--- src/rtl/change_dispenser.sv ---
// rtl/change_dispenser.sv - greedy three-coin change dispenser with a valid/ready coin output
module change_dispenser #(
  parameter int TOTAL_BITS = 31,
  parameter int COIN0      = 100,
  parameter int COIN1      = 500,
  parameter int COIN2      = 1000
) (
  input  logic                  clk,
  input  logic                  reset_n,
  input  logic                  i_load,
  input  logic [TOTAL_BITS-1:0] i_return_total,
  input  logic                  i_coin_ready,
  output logic                  o_coin_valid,
  output logic [2:0]            o_coin,
  output logic                  o_busy,
  output logic                  o_done,
  output logic                  o_error,
  output logic [TOTAL_BITS-1:0] o_remaining
);

  localparam logic [TOTAL_BITS-1:0] C0 = TOTAL_BITS'(COIN0);
  localparam logic [TOTAL_BITS-1:0] C1 = TOTAL_BITS'(COIN1);
  localparam logic [TOTAL_BITS-1:0] C2 = TOTAL_BITS'(COIN2);

  typedef enum logic [1:0] {IDLE, DISPENSE, DONE} state_t;

  state_t                state_q, state_d;
  logic [TOTAL_BITS-1:0] remaining_q, remaining_d;
  logic                  error_q, error_d;
  logic [2:0]            coin_sel;
  logic [TOTAL_BITS-1:0] coin_val;
  logic [TOTAL_BITS-1:0] rem_after;

  always_ff @(posedge clk or negedge reset_n) begin
    if (!reset_n) begin
      state_q     <= IDLE;
      remaining_q <= '0;
      error_q     <= 1'b0;
    end else begin
      state_q     <= state_d;
      remaining_q <= remaining_d;
      error_q     <= error_d;
    end
  end

  // Largest coin not exceeding the registered amount, so the subtraction cannot wrap.
  always_comb begin
    coin_sel = 3'b000;
    coin_val = '0;
    if (remaining_q >= C2) begin
      coin_sel = 3'b100;
      coin_val = C2;
    end else if (remaining_q >= C1) begin
      coin_sel = 3'b010;
      coin_val = C1;
    end else if (remaining_q >= C0) begin
      coin_sel = 3'b001;
      coin_val = C0;
    end
  end

  assign rem_after = remaining_q - coin_val;

  always_comb begin
    state_d      = state_q;
    remaining_d  = remaining_q;
    error_d      = error_q;
    o_coin_valid = 1'b0;
    o_coin       = 3'b000;
    o_done       = 1'b0;
    case (state_q)
      IDLE: begin
        if (i_load) begin
          remaining_d = i_return_total;
          error_d     = 1'b0;
          if (i_return_total >= C0) begin
            state_d = DISPENSE;
          end else begin
            // Any non-zero residue below the smallest coin is undispensable.
            state_d = DONE;
            error_d = (i_return_total != '0);
          end
        end
      end
      DISPENSE: begin
        o_coin_valid = 1'b1;
        o_coin       = coin_sel;
        if (i_coin_ready) begin
          remaining_d = rem_after;
          if (rem_after < C0) begin
            state_d = DONE;
            error_d = (rem_after != '0);
          end
        end
      end
      DONE: begin
        o_done  = 1'b1;
        state_d = IDLE;
      end
      default: state_d = IDLE;
    endcase
  end

  assign o_busy      = (state_q != IDLE);
  assign o_error     = error_q;
  assign o_remaining = remaining_q;

endmodule

--- config.mk ---
export PLATFORM = sky130hd
export DESIGN_NAME = change_dispenser
export DESIGN_NICKNAME = d
export VERILOG_FILES = /design/src/rtl/change_dispenser.sv
export SDC_FILE = /design/constraint.sdc
export NUM_CORES = 1
export LEC_CHECK = 0
export BUFFER_PORTS_ARGS = -buffer_cell sky130_fd_sc_hd__buf_2
export CAP_MARGIN = 20
export CORE_MARGIN = 5
export CORE_UTILIZATION = 45
export CTS_CLUSTER_SIZE = 8
export DETAILED_ROUTE_END_ITERATION = 12
export PLACE_DENSITY_LB_ADDON = 0.15
export SYNTH_ARGS = -nofsm -noshare
export SYNTH_HDL_FRONTEND = slang
export SYNTH_SLANG_ARGS = --single-unit
export TNS_END_PERCENT = 50
--- constraint.sdc ---
create_clock -name clk -period 5 [get_ports clk]
set_input_delay 0 -clock clk [delete_from_list [all_inputs] [get_ports clk]]
set_output_delay 0 -clock clk [all_outputs]
set_load 0.05 [all_outputs]
# == After elaboration in Yosys (flattened, before gate mapping) ==
# Cells that the tools add are included.
# word_totals
ff_bits,34
inputBits,35
# classes
n_mux,22
add_sub_neg,1
magnitude_cmp,5
n_reduce_logical,8
n_eq_ne,5
# op_table
cell,n
"31-bit by 7-bit greater-or-equal comparator with 1-bit output, second input constant",2
31-bit 2-to-1 mux,2
31-bit one-hot mux with 2 select lines,1
31-bit nonzero test,2
"31-bit by 10-bit greater-or-equal comparator with 1-bit output, second input constant",1
"31-bit by 9-bit greater-or-equal comparator with 1-bit output, second input constant",1
"31-bit by 7-bit less-than comparator with 1-bit output, second input constant",1
31-bit subtractor,1
10-bit 2-to-1 mux,1
2-bit 2-to-1 mux,5
9-bit 2-to-1 mux,1
1-bit 2-to-1 mux,7
7-bit 2-to-1 mux,1
3-bit 2-to-1 mux,2
"2-bit != test, second input constant",3
3-bit AND reduction,2
2-bit one-hot mux with 2 select lines,1
4-bit AND reduction,1
2-bit nonzero test,2
"2-bit by 1-bit == test with 1-bit output, second input constant",1
"2-bit == test, second input constant",1
2-bit logical NOT,1
1-bit one-hot mux with 2 select lines,1

# == Longest topological paths before layout ==
# Gate-level depths: netlist of run 1.
# depth
ltp_word,9
mapped_depth,19

# == Worst setup path before layout of run 1 ==
# Ideal clock, no wire load.
# synth_path
path_kind,register -> register
startpoint,"register remaining_q[11], in the netlist o_remaining[11]"
endpoint,"register error_q, in the netlist o_error"
path_slack_ps,-770
arrival_ps,5650
required_time_ps,4880
stages_incl_launch_ff,19
cell_sequence,dfrtp_1 -> buf_6 -> or3_4 -> or4_4 -> or3_4 -> nor4_1 -> o21a_1 -> nor2b_1 -> ha_1 -> inv_1 -> fa_1 -> a211oi_1 -> o21ai_1 -> a21oi_1 -> nand2b_1 -> a221o_1 -> or4_4 -> or4_1 -> o211a_1
# synth_via
elab_chain_len,9
elab_cells_between_ends,14
cone_classes,add/sub (1); order compare (4); eq/ne (1); mux (6); reduce/logical (2)
# synth_lines
element,line,rtl
"start, declared",28,"logic [TOTAL_BITS-1:0] remaining_q, remaining_d;"
"start signal, assigned",41,remaining_q <= remaining_d;
31-bit by 7-bit greater-or-equal comparator with 1-bit output,56,end else if (remaining_q >= C0) begin
7-bit 2-to-1 mux,56,
9-bit 2-to-1 mux,53,end else if (remaining_q >= C1) begin
10-bit 2-to-1 mux,50,if (remaining_q >= C2) begin
31-bit subtractor (*),62,assign rem_after = remaining_q - coin_val;
branches (longest 4 deep; another with 31-bit by 7-bit less-than comparator with 1-bit output),--,
"end signal, assigned",42,error_q <= error_d;
"end, declared",29,"logic error_q, error_d;"
# Every way passes the cells marked *. The select of a mux whose other input is x is not followed.
# A chain may end at the register's enable or synchronous reset.

# == Worst setup path in the final report of run 1 ==
# layout_path
startpoint,"register remaining_q[13], in the netlist o_remaining[13]"
endpoint,"register error_q, in the netlist o_error"
# The elaborated chain is that of the path after synthesis.

==> impl_metrics.toml, run 1 <==
[worst_setup_path]
crit_arrival_ns = 5.12
start_kind = "flop"
endpoint_kind = "flop"
cp_slowest_stage_delay_ns = 0.51
slowest_stage = "or4_4"
crit_type = "reg -> reg"
r2r-start = "o_remaining[13]$_DFFE_PN0P_"
r2r_setup_slack_ns = 0.07
timing.rr.end = "o_error$_DFFE_PN0P_"
path_max_fanout = 5
critPathTopFamily = "simple AND/OR/NAND/NOR gates"
path_buf_inv = 2
crit_chain = "or3_4, or4_4, or3_4, nor4_4, o21a_1, nor2b_2, ha_2, inv_2, fa_2, a211oi_4, o21ai_2, buf_4, nand2_1, and4b_1, o2bb2ai_1, or4_4, or4_1, o211a_1"
crit_required_ns = 5.19
ff2ff_path_depth = 18

[clocking]
cts-root-buf = "clkbuf_8"
clock_tree.buffer_depth = 2
clk_pin_slew_ns = 0.08
clk_latency_ns = 0.29
cts_buffers = 5
tritoncts = "yes"
cts.sinks = 34
cts_setup_buffers = 0
htreeDepth = 2

[detailed_routing]
viasPerCell = 6.14
ant_nets = 0
first_pass_iters = 4
avgRoutedWirePerCell_um = 18.7
via_count = 3162
drt_iter0_markers = 244
drc = 0
routed_wl_um = 9630

[layout]
antennaDiodeCount = 0
final_cell_area_mm2 = 0.00357
drive_gt1_share_pct = 32.7
finish.net_count = 484
syn_to_final_growth_pct = 31.0

[timing]
period_needed_ns = 4.93
clock.fmax_mhz = 203
worstMarginPinSlew_ns = 0.978
finalMaxSlewViolations = 0
setup_tns_ns = 0
hold_viol_final = 0
final.period_utilization_pct = 98.7
setup_violations = 0
timing.final.ws_setup_ns = 0.0664
rsz0062_at_grt = "true"
timing.slew.headroom_pct = 34.8
finClkSkew_ns = 0.0114

[floorplan]
die_area_mm2 = 0.00771
fp.dieH_um = 87.8
design.core.area_mm2 = 0.00589
dieWidth_um = 87.8
num_rows = 28
io_pins = 73
start_util_pct = 46.3

[yosys]
yosysWarnings = 0
syn_area_per_cell_um2 = 7.82
ys_seq_area_share_pct = 31.3
syn_area_mm2 = 0.00272
yosys_register_bits = 34
synth-main-ff-cell = "dfrtp_1"
synth_nets = 392
syn_inst = 348
yosysUniqueCellTypes = 58
ys_async_sr_fraction_pct = 100
synth_edf_count = 0

[power]
vdd_drop_max_v = 0.000298
power_mw = 1.92
leakage_nw = 1.57
power_density_mw_per_mm2 = 538

[status]
status = "complete, no violations"

[global_routing]
grt.overflow.total = 0
grt_antenna_before_repair = 0
grt_pass1_vias = 2855
grt_max_degree = 35
grt.total_usage_pct = 24.7
grt_pass1_wl_um = 14900

[place]
numPortBuffers = 72
pre_cts_slack_ns = -0.0301
hpwl_um = 7080
place_congestion = 0.940
post_dp_cell_area_mm2 = 0.00332

[min_path]
hold_depth = 3
hp-class = "in -> reg"
worstHoldStart = "i_return_total[26]"
whs_endpoint = "o_remaining[26]$_DFFE_PN0P_"

[job]
maxCapViolCount = 0
-- where the power goes --
group	total, mW	internal (mW)	switching, mW
Clock	0.202	0.0956	0.106
Sequential	0.504	0.366	0.138
Combinational	1.21	0.403	0.809
-- sequential cells by signal, summed over array words and instances, names as in the netlist --
name         cells
o_error          1
state_q          2
o_remaining     31
-- cells by family after synthesis --
kind of cell | after synthesis | share of synthesized area, %
AOI/OAI and AO/OA | 113 | 26.9
muxes | 9 | 3.40
adders and majority gates | 9 | 4.41
xor gates and xnor gates | 8 | 2.57
buffers and inverters | 28 | 4.14
DFF | 34 | 31.3
and+or+nand+nor | 147 | 27.3
-- final cells by class --
cell class / instances / area (um^2)
clock inverter: 1 / 7.51
timing repair buffer: 108 / 653
multi-input combinational: 286 / 1870
clock buffer: 6 / 72.6
sequential: 34 / 855
fill: 560 / 2320
inverter: 5 / 18.8
tap: 75 / 93.8
-- timing repair --
action | in CTS | in global routing
endpoints found under the setup margin | 1 | 3
resized for setup | 2 | 13
hold endpoints to repair | 42 | 0
pin swaps | 0 | 6
hold buffers | 9 | 0
-- cell usage in the layout (no fill, tap or decap), types with 7 or more instances in the layout --
| master | instances |
|---|---|
| o22ai_1 | 17 |
| a21oi_1 | 34 |
| nand2_1 | 37 |
| buf_2 | 72 |
| dlygate4sd3_1 | 9 |
| mux2i_1 | 7 |
| nor3_1 | 8 |
| nand3_1 | 11 |
| buf_4 | 27 |
| nor4_1 | 14 |
| dfrtp_1 | 31 |
| o21ai_0 | 17 |
| nor2_1 | 39 |
-- worst min-delay path, stage by stage --
cell and delay, ns:
buf_2 0.09, o22ai_1 0.05, a21oi_1 0.11
-- stage by stage --
stage                     hold slack [ns]  std cells  util [%]
after global placement              0.143        499      56.5
final                             0.00257        515      60.6
after CTS                         0.00153        515      59.7
after detailed placement            0.149        499      56.5
after global routing               0.0233        515      60.6
after floorplan                    -0.296        348         -
-- routing by layer --
metal / routed length [um] / track usage (%) / part of all wire (%) / up-vias
met1: 4330 / 35.9 / 45 / 1516
met4: 75 / 4.74 / 0.78 / 0
met3: 750 / 3.95 / 7.8 / 9
met5: 0 / 0 / 0 / -
li1: - / - / - / 1498
met2: 4470 / 39.0 / 46 / 139
-- Yosys cell counts, types with 3 or more instances --
cell / number / area, um^2
a21o_1: 4 / 30.0
a31oi_1: 4 / 25.0
a211oi_1: 4 / 30.0
a21oi_1: 36 / 180
nor4_1: 15 / 93.8
clkbuf_1: 21 / 78.8
nand4_1: 4 / 25.0
nor2b_1: 4 / 25.0
nand2_1: 37 / 139
ha_1: 8 / 100
o21ai_0: 18 / 90.1
or4_1: 3 / 22.5
inv_1: 5 / 18.8
nand3_1: 11 / 55.1
nand2b_1: 4 / 25.0
nor3_1: 8 / 40.0
nor2_1: 40 / 150
xnor2_1: 6 / 52.6
mux2i_1: 7 / 70.1
dfrtp_1: 34 / 851
o211ai_1: 4 / 30.0
o22ai_1: 17 / 106
or2_2: 4 / 25.0
-- how the worst max path moves through the flow --
stage                                            from                     end  depth (start not counted)
final                     o_remaining[13]$_DFFE_PN0P_     o_error$_DFFE_PN0P_                         18
after global routing      o_remaining[13]$_DFFE_PN0P_     o_error$_DFFE_PN0P_                         18
after CTS                 o_remaining[13]$_DFFE_PN0P_  state_q[0]$_DFFE_PN0P_                         18
after detailed placement  o_remaining[13]$_DFFE_PN0P_  state_q[0]$_DFFE_PN0P_                         18
after global placement    o_remaining[13]$_DFFE_PN0P_  state_q[0]$_DFFE_PN0P_                         18
after floorplan           o_remaining[11]$_DFFE_PN0P_     o_error$_DFFE_PN0P_                         18
Power figures use the tool's default switching activity.
==> run 2, diff against run 1 <==
--- a/config.mk
+++ b/config.mk
@@ -5,9 +5,9 @@
 export SDC_FILE = /design/constraint.sdc
 export NUM_CORES = 1
 export LEC_CHECK = 0
+export ABC_AREA = 1
 export BUFFER_PORTS_ARGS = -buffer_cell sky130_fd_sc_hd__buf_2
 export CAP_MARGIN = 20
-export CORE_MARGIN = 5
 export CORE_UTILIZATION = 45
 export CTS_CLUSTER_SIZE = 8
 export DETAILED_ROUTE_END_ITERATION = 12
==> constraint.sdc (replaced) <==
create_clock -name clk -period 5 [get_ports clk]
set_input_delay 0.25 -clock clk [delete_from_list [all_inputs] [get_ports clk]]
set_output_delay 0.25 -clock clk [all_outputs]
set_load 0.05 [all_outputs]
==> impl_metrics.toml, run 2 <==
[global_routing]
grt.total_usage_pct = 30.9
grt_antenna_before_repair = 0
grt_pass1_wl_um = 18100
grt.overflow.total = 0
grt_pass1_vias = 3630
grt_max_degree = 54

[layout]
layout_commonest_cell = "nand2_1"
syn_to_final_growth_pct = 15.2
finish.net_count = 658
drive_gt1_share_pct = 18.2
antennaDiodeCount = 0
final_cell_mix = "nand2_1 (138), nor2_1 (95), inv_1 (72), buf_2 (72), nand3_1 (43)"
largest_reg_flops = 31
nFillCells = 724

[detailed_routing]
ant_nets = 0
avgRoutedWirePerCell_um = 15.4
drc = 0
first_pass_iters = 7
routed_wl_um = 10900
viasPerCell = 5.41
via_count = 3841
drt_iter0_markers = 282

[floorplan]
design.core.area_mm2 = 0.00694
fp.dieH_um = 87.6
num_rows = 30
io_pins = 73
dieWidth_um = 87.6
die_area_mm2 = 0.00767
start_util_pct = 47.5

[clocking]
clock_tree.buffer_depth = 2
cts.repair.resized = 0
cts-root-buf = "clkbuf_8"
cts_setup_buffers = 0
cts_buffers = 5
clk_pin_slew_ns = 0.07
htreeDepth = 2
cts.sinks = 34
tritoncts = "yes"
hold_buffers = 0
clk_latency_ns = 0.29

[worst_setup_path]
crit_type = "reg -> reg"
crit_required_ns = 5.19
start_kind = "flop"
crit_arrival_ns = 4.48
endpoint_kind = "flop"
crit_top_cell = "nand2_1"
cp_slowest_stage_delay_ns = 0.42
path_max_fanout = 5
slowest_stage = "dfrtp_1"

[yosys]
yosys.area.top_type = "dfrtp_1"
yosysUniqueCellTypes = 38
synth-main-ff-cell = "dfrtp_1"
ys_async_sr_fraction_pct = 100
syn_inst = 547
synth_nets = 591
synth_edf_count = 0
ys_top_cells_by_count = "nand2_1 (138), nor2_1 (95), inv_1 (72)"
ys_seq_area_share_pct = 25.8
syn_area_mm2 = 0.00330
yosys_register_bits = 34
synth_most_common_cell = "nand2_1"
synth.top_cell.area_share_pct = 25.8
yosys-top-cells-area = "dfrtp_1 (26%), nand2_1 (16%), nor2_1 (11%), inv_1 (8.2%), nand3_1 (6.5%)"
yosysWarnings = 0
syn_area_per_cell_um2 = 6.03

[place]
pre_cts_slack_ns = 0.744
place_congestion = 1.01
numPortBuffers = 72
hpwl_um = 8660

[timing]
rsz0062_at_grt = "false"
setup_violations = 0
timing.slew.headroom_pct = 46.8
finClkSkew_ns = 0.00856
hold_viol_final = 0
setup_tns_ns = 0
timing.final.ws_setup_ns = 0.710
worstMarginPinSlew_ns = 0.799
period_needed_ns = 4.29
finalMaxSlewViolations = 0
clock.fmax_mhz = 233
final.period_utilization_pct = 85.8

[power]
leakage_nw = 2.02
power_mw = 2.69
vdd_drop_max_v = 0.000352
power_density_mw_per_mm2 = 709

[status]
status = "complete, no violations"

[min_path]
hp-class = "in -> async"

[job]
maxCapViolCount = 0
## run 2: cell count changes in the layout (fill, tap and decap cells not counted), moves of 10 or more
| cell | delta |
|---|---|
| o21ai_0 | +16 |
| inv_1 | +68 |
| nand3_1 | +32 |
| a21oi_1 | -24 |
| nand4_1 | +10 |
| buf_4 | -27 |
| nor2_1 | +56 |
| nand2_1 | +101 |
## run 2: cells by family (layout without fill, tap and decap cells)
family / after synthesis / in the layout / share of synthesized area, %
compound gates: 77 / 77 / 13.6
xor+xnor: 4 / 4 / 1.06
fa+ha+maj: 9 / 9 / 3.64
buf+inv: 90 / 157 / 10.6
flops: 34 / 34 / 25.8
mux: 2 / 2 / 0.683
simple gates: 331 / 331 / 44.6
## run 2: metrics by stage
step / hold slack (ns) / utilization, % / cell area, um^2 / std cells
final: 0.0354 / 54.7 / 3800 / 710
after global routing: 0.114 / 54.7 / 3800 / 710
after CTS: 0.0811 / 54.7 / 3800 / 710
after detailed placement: 0.394 / 53.6 / 3720 / 703
after global placement: 0.383 / 53.6 / 3720 / 703
after floorplan: -0.0456 / - / 3300 / 547
## run 2: layout make-up
cell class | count | area [um^2] | area share, %
Clock buffer | 5 | 68.8 | 1.81
Tap cell | 96 | 120 | 3.16
Clock inverter | 2 | 10.0 | 0.264
Timing Repair Buffer | 72 | 360 | 9.49
Multi-Input combinational cell | 423 | 2100 | 55.2
Sequential cell | 34 | 851 | 22.4
Inverter | 78 | 293 | 7.71
## run 2: worst max-delay path, delay by kind of cell (launching register included)
kind                     cells  cell delay [ns]
AND/OR/NAND/NOR             22             3.10
flip-flops                   1             0.42
adder cells (fa/ha/maj)      2             0.47
buffers and inverters        2             0.21
## run 2: metal layers
layer / part of all wire, % / GRT usage (%) / up-vias
met5: 0 / 0 / -
met3: 6.5 / 4.34 / 9
li1: - / - / 1927
met2: 44 / 49.9 / 161
met4: 0.72 / 4.47 / 0
met1: 49 / 44.7 / 1744
## run 2: path summary, 6_finish.rpt
kind | start | end | slack [ns] | depth (start not counted)
worst max-delay path | o_remaining[16]$_DFFE_PN0P_ | o_error$_DFFE_PN0P_ | 0.71 | 26
worst min-delay path | reset_n | o_remaining[16]$_DFFE_PN0P_ | 0.04 | 1
worst max register to register | o_remaining[16]$_DFFE_PN0P_ | o_error$_DFFE_PN0P_ | 0.71 | 26
worst min register to register | o_error$_DFFE_PN0P_ | o_error$_DFFE_PN0P_ | 0.54 | 2
max in group asynchronous | reset_n | o_remaining[27]$_DFFE_PN0P_ | 4.45 | 1
min in group clk | i_return_total[1] | o_remaining[1]$_DFFE_PN0P_ | 0.21 | 2
## run 2: power breakdown
part	internal (mW)	switching (mW)
clock	0.0936	0.107
sequential	0.383	0.151
combinational	0.553	1.40
